<file path="config.mk">
export PLATFORM = sky130hd
export DESIGN_NAME = psram_ctrl_flat
export DESIGN_NICKNAME = d
export VERILOG_FILES = /design/src/rtl/psram_ctrl_if.sv /design/src/rtl/psram_ctrl.sv /design/src/flat_wrapper.sv
export SDC_FILE = /design/constraint.sdc
export NUM_CORES = 1
export LEC_CHECK = 0
export BUFFER_PORTS_ARGS = -buffer_cell sky130_fd_sc_hd__buf_2
export CAP_MARGIN = 20
export CORE_MARGIN = 2
export CORE_UTILIZATION = 50
export CTS_CLUSTER_SIZE = 8
export DETAILED_ROUTE_END_ITERATION = 8
export GPL_TIMING_DRIVEN = 1
export PLACE_DENSITY = 0.78
export SLEW_MARGIN = 0
export SYNTH_ARGS = -nofsm -noshare
export SYNTH_HDL_FRONTEND = slang
export SYNTH_SLANG_ARGS = --single-unit
</file>
<file path="constraint.sdc">
create_clock -name clock -period 9.63 [get_ports clock]
set_input_delay 0.4815 -clock clock [delete_from_list [all_inputs] [get_ports clock]]
set_output_delay 0.4815 -clock clock [all_outputs]
set_load 0.02 [all_outputs]
</file>
<file path="src/rtl/psram_ctrl_if.sv">
// Request/response bus between the SoC memory adapter and psram_ctrl.
// The adapter is the master; the controller is the slave.
interface psram_ctrl_if #(
   parameter int ADDR_W = 24
);
   logic              req_valid;
   logic              req_ready;
   logic              req_write;
   logic [ADDR_W-1:0] req_addr;
   logic [31:0]       req_wdata;
   logic [3:0]        req_wstrb;
   logic              resp_valid;
   logic [31:0]       resp_rdata;
   logic              resp_err;

   modport master (
      output req_valid, req_write, req_addr, req_wdata, req_wstrb,
      input  req_ready, resp_valid, resp_rdata, resp_err
   );

   modport slave (
      input  req_valid, req_write, req_addr, req_wdata, req_wstrb,
      output req_ready, resp_valid, resp_rdata, resp_err
   );
endinterface

</file>
<file path="src/rtl/psram_ctrl.sv">
// psram_ctrl: single-word bus to quad PSRAM bridge.
// Enters QPI once after reset, then serves EBh reads and 38h writes.
module psram_ctrl #(
   parameter int ADDR_W = 24,
   parameter int CE_GAP = 2
) (
   input  logic        clock,
   input  logic        reset,
   psram_ctrl_if.slave bus,
   output logic        sck,
   output logic        ce_n,
   output logic [3:0]  dio_out,
   output logic [3:0]  dio_oe,
   input  logic [3:0]  dio_in
);
   typedef enum logic [2:0] {
      INIT_CMD, GAP, IDLE, CMD, ADDR, WAIT, RDATA, WDATA
   } state_t;

   localparam logic [7:0] OP_QPI = 8'h35;
   localparam logic [7:0] OP_RD  = 8'hEB;
   localparam logic [7:0] OP_WR  = 8'h38;

   state_t      state, state_nx;
   logic        ph;
   logic [3:0]  cnt;
   logic [7:0]  gap_cnt;
   logic        inited;
   logic        wr_q;
   logic        err_q;
   logic [23:0] addr_q;
   logic [31:0] wd_q;
   logic [3:0]  last_q;
   logic [27:0] rd_sh;
   logic        done;

   logic        st_ok;
   logic [1:0]  st_lo;
   logic [3:0]  st_last;
   logic [23:0] a_req;
   logic [7:0]  op;
   logic [4:0]  a_idx;
   logic [7:0]  w_byte;
   logic [31:0] rd_full;

   // Legal strobes are single bytes, aligned halves or the full word
   always_comb begin
      st_ok   = 1'b1;
      st_lo   = 2'd0;
      st_last = 4'd1;
      unique case (bus.req_wstrb)
         4'b0001: st_lo = 2'd0;
         4'b0010: st_lo = 2'd1;
         4'b0100: st_lo = 2'd2;
         4'b1000: st_lo = 2'd3;
         4'b0011: st_last = 4'd3;
         4'b1100: begin
            st_lo   = 2'd2;
            st_last = 4'd3;
         end
         4'b1111: st_last = 4'd7;
         default: st_ok = 1'b0;
      endcase
   end

   always_comb begin
      a_req = '0;
      a_req[ADDR_W-1:0] = bus.req_addr;
      a_req[1:0] = bus.req_write ? st_lo : 2'b00;
   end

   assign op      = wr_q ? OP_WR : OP_RD;
   assign a_idx   = 5'd20 - {cnt[2:0], 2'b00};
   assign w_byte  = wd_q[{cnt[2:1], 3'b000} +: 8];
   assign rd_full = {rd_sh, dio_in};

   always_comb begin
      state_nx      = state;
      done          = 1'b0;
      sck           = 1'b0;
      ce_n          = 1'b1;
      dio_out       = 4'h0;
      dio_oe        = 4'h0;
      bus.req_ready = 1'b0;
      unique case (state)
         INIT_CMD: begin
            ce_n    = 1'b0;
            sck     = ph;
            dio_oe  = 4'b0001;
            dio_out = {3'b000, OP_QPI[3'd7 - cnt[2:0]]};
            if (ph && cnt == 4'd7) state_nx = GAP;
         end
         GAP: begin
            if (gap_cnt == 8'(CE_GAP - 1))
               state_nx = inited ? IDLE : INIT_CMD;
         end
         IDLE: begin
            bus.req_ready = 1'b1;
            if (bus.req_valid) state_nx = CMD;
         end
         CMD: begin
            if (err_q) begin
               state_nx = GAP;
               done     = 1'b1;
            end else begin
               ce_n    = 1'b0;
               sck     = ph;
               dio_oe  = 4'hF;
               dio_out = cnt[0] ? op[3:0] : op[7:4];
               if (ph && cnt == 4'd1) state_nx = ADDR;
            end
         end
         ADDR: begin
            ce_n    = 1'b0;
            sck     = ph;
            dio_oe  = 4'hF;
            dio_out = addr_q[a_idx +: 4];
            if (ph && cnt == 4'd5) state_nx = wr_q ? WDATA : WAIT;
         end
         WAIT: begin
            ce_n = 1'b0;
            sck  = ph;
            if (ph && cnt == 4'd6) state_nx = RDATA;
         end
         RDATA: begin
            ce_n = 1'b0;
            sck  = ph;
            if (ph && cnt == 4'd7) begin
               state_nx = GAP;
               done     = 1'b1;
            end
         end
         WDATA: begin
            ce_n    = 1'b0;
            sck     = ph;
            dio_oe  = 4'hF;
            dio_out = cnt[0] ? w_byte[3:0] : w_byte[7:4];
            if (ph && cnt == last_q) begin
               state_nx = GAP;
               done     = 1'b1;
            end
         end
         default: state_nx = GAP;
      endcase
   end

   // Power-up starts in GAP so the pins sit idle until INIT begins
   always_ff @(posedge clock or posedge reset) begin
      if (reset) begin
         state   <= GAP;
         ph      <= 1'b0;
         cnt     <= '0;
         gap_cnt <= '0;
         inited  <= 1'b0;
      end else begin
         state <= state_nx;
         if (state_nx != state) begin
            ph      <= 1'b0;
            cnt     <= '0;
            gap_cnt <= '0;
         end else begin
            ph      <= ~ph;
            gap_cnt <= gap_cnt + 8'd1;
            if (ph) cnt <= cnt + 4'd1;
         end
         if (state == INIT_CMD && state_nx == GAP) inited <= 1'b1;
      end
   end

   always_ff @(posedge clock or posedge reset) begin
      if (reset) begin
         wr_q   <= 1'b0;
         err_q  <= 1'b0;
         addr_q <= '0;
         wd_q   <= '0;
         last_q <= '0;
         rd_sh  <= '0;
      end else begin
         if (state == IDLE && bus.req_valid) begin
            wr_q   <= bus.req_write;
            err_q  <= bus.req_write && !st_ok;
            addr_q <= a_req;
            wd_q   <= bus.req_wdata >> {st_lo, 3'b000};
            last_q <= st_last;
         end
         if (state == RDATA && ph) rd_sh <= {rd_sh[23:0], dio_in};
      end
   end

   always_ff @(posedge clock or posedge reset) begin
      if (reset) begin
         bus.resp_valid <= 1'b0;
         bus.resp_rdata <= '0;
         bus.resp_err   <= 1'b0;
      end else begin
         bus.resp_valid <= done;
         if (done) begin
            bus.resp_err <= err_q;
            if (!wr_q)
               bus.resp_rdata <= {rd_full[7:0], rd_full[15:8],
                                  rd_full[23:16], rd_full[31:24]};
         end
      end
   end
endmodule

</file>
<file path="src/flat_wrapper.sv">
// flat-port wrapper written by rule: the top's interface ports become plain ports
module psram_ctrl_flat 
#(
   parameter int ADDR_W = 24,
   parameter int CE_GAP = 2
)
  (clock, reset, sck, ce_n, dio_out, dio_oe, dio_in, bus_req_valid, bus_req_write, bus_req_addr, bus_req_wdata, bus_req_wstrb, bus_req_ready, bus_resp_valid, bus_resp_rdata, bus_resp_err);
  psram_ctrl_if #(.ADDR_W(ADDR_W)) bus_i ();
  input  logic clock;
  input  logic reset;
  output logic sck;
  output logic ce_n;
  output logic [3:0] dio_out;
  output logic [3:0] dio_oe;
  input  logic [3:0] dio_in;
  input wire logic [$bits(bus_i.req_valid)-1:0] bus_req_valid;
  input wire logic [$bits(bus_i.req_write)-1:0] bus_req_write;
  input wire logic [$bits(bus_i.req_addr)-1:0] bus_req_addr;
  input wire logic [$bits(bus_i.req_wdata)-1:0] bus_req_wdata;
  input wire logic [$bits(bus_i.req_wstrb)-1:0] bus_req_wstrb;
  output wire logic [$bits(bus_i.req_ready)-1:0] bus_req_ready;
  output wire logic [$bits(bus_i.resp_valid)-1:0] bus_resp_valid;
  output wire logic [$bits(bus_i.resp_rdata)-1:0] bus_resp_rdata;
  output wire logic [$bits(bus_i.resp_err)-1:0] bus_resp_err;
  assign bus_i.req_valid = bus_req_valid;
  assign bus_i.req_write = bus_req_write;
  assign bus_i.req_addr = bus_req_addr;
  assign bus_i.req_wdata = bus_req_wdata;
  assign bus_i.req_wstrb = bus_req_wstrb;
  assign bus_req_ready = bus_i.req_ready;
  assign bus_resp_valid = bus_i.resp_valid;
  assign bus_resp_rdata = bus_i.resp_rdata;
  assign bus_resp_err = bus_i.resp_err;
  psram_ctrl #(.ADDR_W(ADDR_W), .CE_GAP(CE_GAP)) u_core (.clock(clock), .reset(reset), .bus(bus_i), .sck(sck), .ce_n(ce_n), .dio_out(dio_out), .dio_oe(dio_oe), .dio_in(dio_in));
endmodule
</file>
==> results of run 1 <==
worst paths after layout:
check | end | slack [ns] | cells past startpoint
max in group asynchronous | u_core.wd_q[24] | 8.27 | 3
hold reg to reg | u_core.addr_q[1] | 0.47 | 2
hold / removal | u_core.bus.resp_rdata[24] | 0.19 | 2
setup reg to reg | u_core.bus.resp_rdata[17] | 6.46 | 6
min in group clock | u_core.addr_q[11] | 0.24 | 3
setup / recovery | dio_out[0] | 6.21 | 5
worst max-delay path: stages (launching register included):
cell and delay, ns:
dfrtp_1 0.97, ha_1 0.45, o311ai_0 0.50, o211ai_1 0.18, a21oi_1 0.21, buf_2 0.20
logic make-up (layout without fill, tap and decap cells):
kind of cell / Yosys count / in the layout / share of synthesized area, %
mux: 105 / 105 / 18.3
xor+xnor: 13 / 13 / 1.83
fa+ha+maj: 13 / 13 / 2.31
simple gates: 208 / 208 / 14.4
compound gates: 106 / 106 / 9.43
buf+inv: 52 / 162 / 3.86
flops: 140 / 140 / 49.9
metrics by stage:
stage / hold slack [ns] / util (%) / cell area, um^2
5_1_grt: 0.253 / 59.6 / 8250
4_1_cts: 0.221 / 59.6 / 8250
3_5_place_dp: 0.462 / 55.2 / 7640
2_1_floorplan: 0.434 / - / 7030
6_report: 0.195 / 59.6 / 8250
3_3_place_gp: 0.458 / 55.2 / 7640
layout by cell type, fill, tap and decap left out, types with 4 or more instances in the layout:
master     synthesis  layout
nand3_1           10      10
clkbuf_16          0      17
mux2_2            67      67
nor3_2            13      13
inv_1             13      12
inv_6              0       5
mux2i_1           25      25
xor2_1             7       7
xnor2_1            4       4
mux4_2            12      12
dfrtp_1          139     139
o21ai_1            5       5
buf_2              9     110
a22o_1             8       8
nand2_1          117     116
o21ai_0           35      35
nor3_1             7       7
ha_1              13      13
buf_4              9       6
nor2_1            35      35
a21oi_1           29      29
layer usage:
layer / global-route usage (%) / routed length, um / part of all wire (%) / vias to the layer above
met5: 0 / 0 / 0 / -
met4: 7.40 / 261 / 1.7 / 0
met3: 5.11 / 763 / 4.9 / 20
met2: 37.4 / 7910 / 51 / 154
met1: 29.1 / 6640 / 43 / 2554
li1: - / - / - / 2423
state kept, by name, indices dropped and copies added, names as in the netlist, 3 cells and up:
| signal | cells |
|---|---|
| u_core.addr_q | 24 |
| u_core.cnt | 4 |
| u_core.last_q | 3 |
| u_core.wd_q | 32 |
| u_core.state | 3 |
| u_core.gap_cnt | 8 |
| u_core.bus.resp_rdata | 32 |
| u_core.rd_sh | 28 |
final cells by class:
cell class / instances / share of cell area, %
Timing Repair Buffer: 116 / 7.22
Inverter: 14 / 0.698
Clock inverter: 15 / 2.22
Clock buffer: 17 / 5.16
Sequential cell: 140 / 42.5
Multi-Input combinational cell: 445 / 39.5
Tap cell: 180 / 2.73
power by group through the flow:
stage / Clock, mW / Sequential (mW) / Combinational [mW]
floorplan: 0 / 0.974 / 0.796
global placement: 0 / 0.981 / 0.980
detailed placement: 0 / 0.999 / 1.01
CTS: 0.676 / 0.993 / 1.02
global route: 0.702 / 1.03 / 1.12
finish: 0.665 / 0.995 / 1.01
==> results.md, run 1 <==
* Worst Path Arrival at 2.94 ns
* CTS H-tree lvls at 4
* CP startpoint kind: flop
* Footprint of the multi-input gates at 0.00326 mm^2
* Vias per cell at 5.56
* Peak supply drop at 0.158 mV
* Post CTS Setup Buffer Count at 0
* Layout area overhead at 17.3%
* Net Switching at 1.05 mW
* HP Class: in -> async
* Synth warn at 0
* Sequential area share after synthesis at 49.9%
* Fraction of post-synthesis cell area in the top cell type by area at 49.5%
* CP required at 9.15 ns
* Root buf cell: clkbuf_16
* Final Max Slew Viols at 0
* Clock slew at reported path FFs at 0.06 ns
* Fill cell count at 1093
* Final Skew at 0.0100 ns
* P_int at 1.62 mW
* Setup ws final at 6.21 ns
* Final period utilization at 35.5%
* Drt drc at 0
* Pre-CTS setup slack at 6.46 ns
* Drt wl/cell at 16.8 um
* Synth unique cells at 65
* Drt first pass iters at 5
* Die width at 123 um
* Largest cells by area after synthesis: dfrtp_1 (49%), mux2_2 (11%), nand2_1 (6.2%)
* Netlist Area Pre-Place at 0.00703 mm^2
* DRT iter0 DRCs at 345
* Routed via count at 5151
* I/O Buffers at 110
* Reg power frac at 37.2%
* Die Area at 0.0150 mm^2
* Antenna Nets Post-Route at 0
* Vias in the first global route at 5337
* Syn Nets at 718
* Final hold vios at 0
* Most used DFF post-synth: dfrtp_1
* Combinational power share at 37.9%
* Reg area at 0.00350 mm^2
* Switching part of the total power at 39.3%
* Row count at 43
* Total Wirelength at 15600 um
* Post-synth top cells: dfrtp_1 (139), nand2_1 (117), mux2_2 (67), nor2_1 (35), o21ai_0 (35)
* Initial core utilization at 50.8%
* CP Max Fanout at 22
* Max_cap viols at 0
* Clock power share at 24.9%
* Top cell type by total area after synthesis: dfrtp_1
* CTS tree: yes
* Max Root-Sink Buffers at 2
* LEAKAGE at 4.03 nW
* Most frequent cell after synthesis: dfrtp_1
* Critical path origin: u_core.cnt[1]
* RSZ-0062 raised after global routing: false
* DPL Wire Length at 10700 um
* Yosys reg bits at 140
* # IOs at 113
* Setup TNS Final at 0 ns
* Syn_area_per_cell at 11.0 um^2
* Pwr Density at 324 mW/mm^2
* Nature of the critical path endpoint: output pin
* GPL Wtd Cong at 0.860
* Layout cells sized above 1 at 35.1%
* Core area at 0.0138 mm^2
* Cell Count, Final, Fillers Out at 927
* Kind of critical path: reg -> out
* Syn Inst Count at 637
* Async SR Flop Fraction at 100%
* Reg-to-reg startpoint: u_core.cnt[1]
* Antenna cell count at 0
* Final setup vio count at 0
* CTS Hold Bufs at 0
* Post-synth EDFFs at 0
* Post-route total power at 2.67 mW
* GR Util All Layers at 22.4%
* Total gr overflow at 0
* Status: complete, no violations
* Worst skew pair latency at 0.43 ns
* Slew HR at 35.7%
* Inst Count DP at 895
* Clk sink count at 140
* First-pass GRT wire length at 26200 um
* Post-layout net count at 815
* Num CTS Buffers at 17
* Fmax at 0.293 GHz
* Initial antenna violation count at 0
* Tightest Pin Transition at 0.962 ns
* Period minus WS final at 3.42 ns
* Post-CTS sizing at 0
* Largest net degree at the start of global routing at 87
* Die height at 123 um
Power figures use the tool's default switching activity.
==> run 2: changes to the inputs <==
Clock period 9.63 ns to 3.3 ns, I/O delays scaled along.
==> run 2 against run 1 <==
Net effect: die area did not move; critical path type unchanged; non-clock buffer count rose by 44; global-route usage rose by 0.18 points.
==> results.md, run 2 (synthesized netlist as in run 1, its figures left out) <==
* Worst Reg2Reg Path Length in Cells at 7
* DPL Wire Length at 10700 um
* Placed cell area at 0.00770 mm^2
* Net Switching at 3.09 mW
* CP Max Fanout at 11
* Initial core utilization at 50.8%
* Min-Delay Endpoint: u_core.wd_q[30]
* Drt first pass iters at 5
* Worst Path Arrival at 2.63 ns
* Commonest cells after routing, fill and taps aside: dfrtp_1 (139), nand2_1 (116), buf_2 (110)
* Row count at 43
* Final period utilization at 84.6%
* Vias per cell at 5.54
* Clock power share at 24.4%
* Period minus WS final at 2.79 ns
* GR Util All Layers at 22.6%
* CP startpoint kind: flop
* Status: complete, no violations
* Critical R2R Capture: u_core.cnt[2]
* Slew HR at 50.4%
* Post-CTS sizing at 0
* Clk sink count at 140
* P_int at 4.74 mW
* Post-route cell area at 0.00866 mm^2
* Vias in the first global route at 5450
* Kind of critical path: reg -> out
* Total gr overflow at 0
* Final hold vios at 0
* Nature of the critical path endpoint: output pin
* Fmax at 0.358 GHz
* Commonest non-fill, non-tap cell in the layout: dfrtp_1
* CTS tree: yes
* Antenna Nets Post-Route at 0
* HP Class: in -> reg
* Final setup vio count at 0
* CTS H-tree lvls at 4
* Fill cell count at 1057
* Final Skew at 0.0103 ns
* Tightest Pin Transition at 0.745 ns
* Reg area at 0.00350 mm^2
* Initial antenna violation count at 0
* Antenna cell count at 0
* Root buf cell: clkbuf_16
* Worst reg2reg setup slack at 0.63 ns
* Die height at 123 um
* Max_cap viols at 0
* Post-layout net count at 859
* Hold path cells at 2
* Clock slew at reported path FFs at 0.06 ns
* Total Wirelength at 16100 um
* GPL Wtd Cong at 0.875
* Setup TNS Final at 0 ns
* CP required at 3.13 ns
* Reg-to-reg startpoint: u_core.state[0]
* Max Root-Sink Buffers at 2
* Reg power frac at 36.4%
* Num CTS Buffers at 17
* Drt drc at 0
* Pwr Density at 904 mW/mm^2
* Drt wl/cell at 16.5 um
* WHS at 0.0286 ns
* Peak supply drop at 0.518 mV
* Switching part of the total power at 39.5%
* Hold Startpoint: bus_req_wdata[30]
* Fin util at 62.7%
* Final Max Slew Viols at 0
* I/O Buffers at 110
* Routed via count at 5380
* First-pass GRT wire length at 26500 um
* Largest regs: u_core.bus.resp_rdata: 32 flops, u_core.wd_q: 32 flops, u_core.rd_sh: 28 flops
* DRT iter0 DRCs at 330
* Footprint of the multi-input gates at 0.00326 mm^2
* Die Area at 0.0150 mm^2
* LEAKAGE at 4.22 nW
* Layout cells sized above 1 at 34.4%
* # IOs at 113
* Worst skew pair latency at 0.43 ns
* Die width at 123 um
* Largest net degree at the start of global routing at 81
* RSZ-0062 raised after global routing: false
* Core area at 0.0138 mm^2
* Combinational power share at 39.3%
* Layout area overhead at 23.2%
==> run 2: cell types whose count changed in the layout (fill, tap and decap cells not counted) <==
cell | before | now
buf_16 | 0 | 1
buf_4 | 6 | 15
bufinv_16 | 2 | 1
clkbuf_8 | 0 | 1
dlygate4sd3_1 | 0 | 34
inv_6 | 5 | 6
inv_8 | 3 | 2
==> run 2: area by class of cell <==
cell class | count | share of cell area, %
clock buffer | 18 | 5.07
clock inverter | 14 | 1.75
timing repair buffer | 160 | 11.9
sequential | 140 | 40.5
tap | 180 | 2.60
inverter | 14 | 0.650
multi-input combinational | 445 | 37.6
==> run 2: worst max-delay path, stage by stage, from the launching register on <==
cell	delay (ns)
dfstp_2	0.63
ha_1	0.43
or3b_2	0.56
a31oi_1	0.34
buf_2	0.24
==> run 2: metrics by stage <==
| step | worst slack, ns | cells | total power, mW |
|---|---|---|---|
| 2_1_floorplan | 0.820 | 637 | 5.16 |
| 3_3_place_gp | 0.779 | 904 | 5.74 |
| 3_5_place_dp | 0.677 | 904 | 5.88 |
| 4_1_cts | 0.497 | 969 | 7.84 |
| 5_1_grt | 0.411 | 971 | 8.33 |
| 6_report | 0.510 | 971 | 7.83 |
==> run 2: what timing repair did <==
action / in CTS / in global routing
buffers inserted: 0 / 0
hold buffers: 33 / 1
hold endpoints to repair: 37 / 7
==> run 2: worst max path at each step <==
stage / cells after the start / to / slack [ns] / start
after floorplan: 11 / u_core.cnt[3] / 0.82 / u_core.cnt[1]
after global placement: 7 / u_core.cnt[1] / 0.78 / u_core.state[0]
after detailed placement: 7 / u_core.cnt[2] / 0.68 / u_core.state[0]
after CTS: 4 / dio_oe[3] / 0.50 / u_core.state[0]
after global routing: 6 / dio_out[1] / 0.41 / u_core.state[0]
final: 4 / dio_oe[3] / 0.51 / u_core.state[0]
==> run 2: power groups by stage <==
stage | sequential [mW] | combinational (mW) | clock [mW]
2_1_floorplan | 2.84 | 2.32 | 0
3_3_place_gp | 2.81 | 2.93 | 0
3_5_place_dp | 2.86 | 3.02 | 0
4_1_cts | 2.84 | 3.07 | 1.94
5_1_grt | 2.93 | 3.38 | 2.02
6_report | 2.85 | 3.08 | 1.91
==> run 2: metal layers <==
metal,global-route usage [%],vias to the layer above,routed length (um)
met5,0,-,0
met4,7.40,0,171
met3,5.99,13,983
met2,36.8,203,8040
met1,29.6,2657,6870
li1,-,2507,-
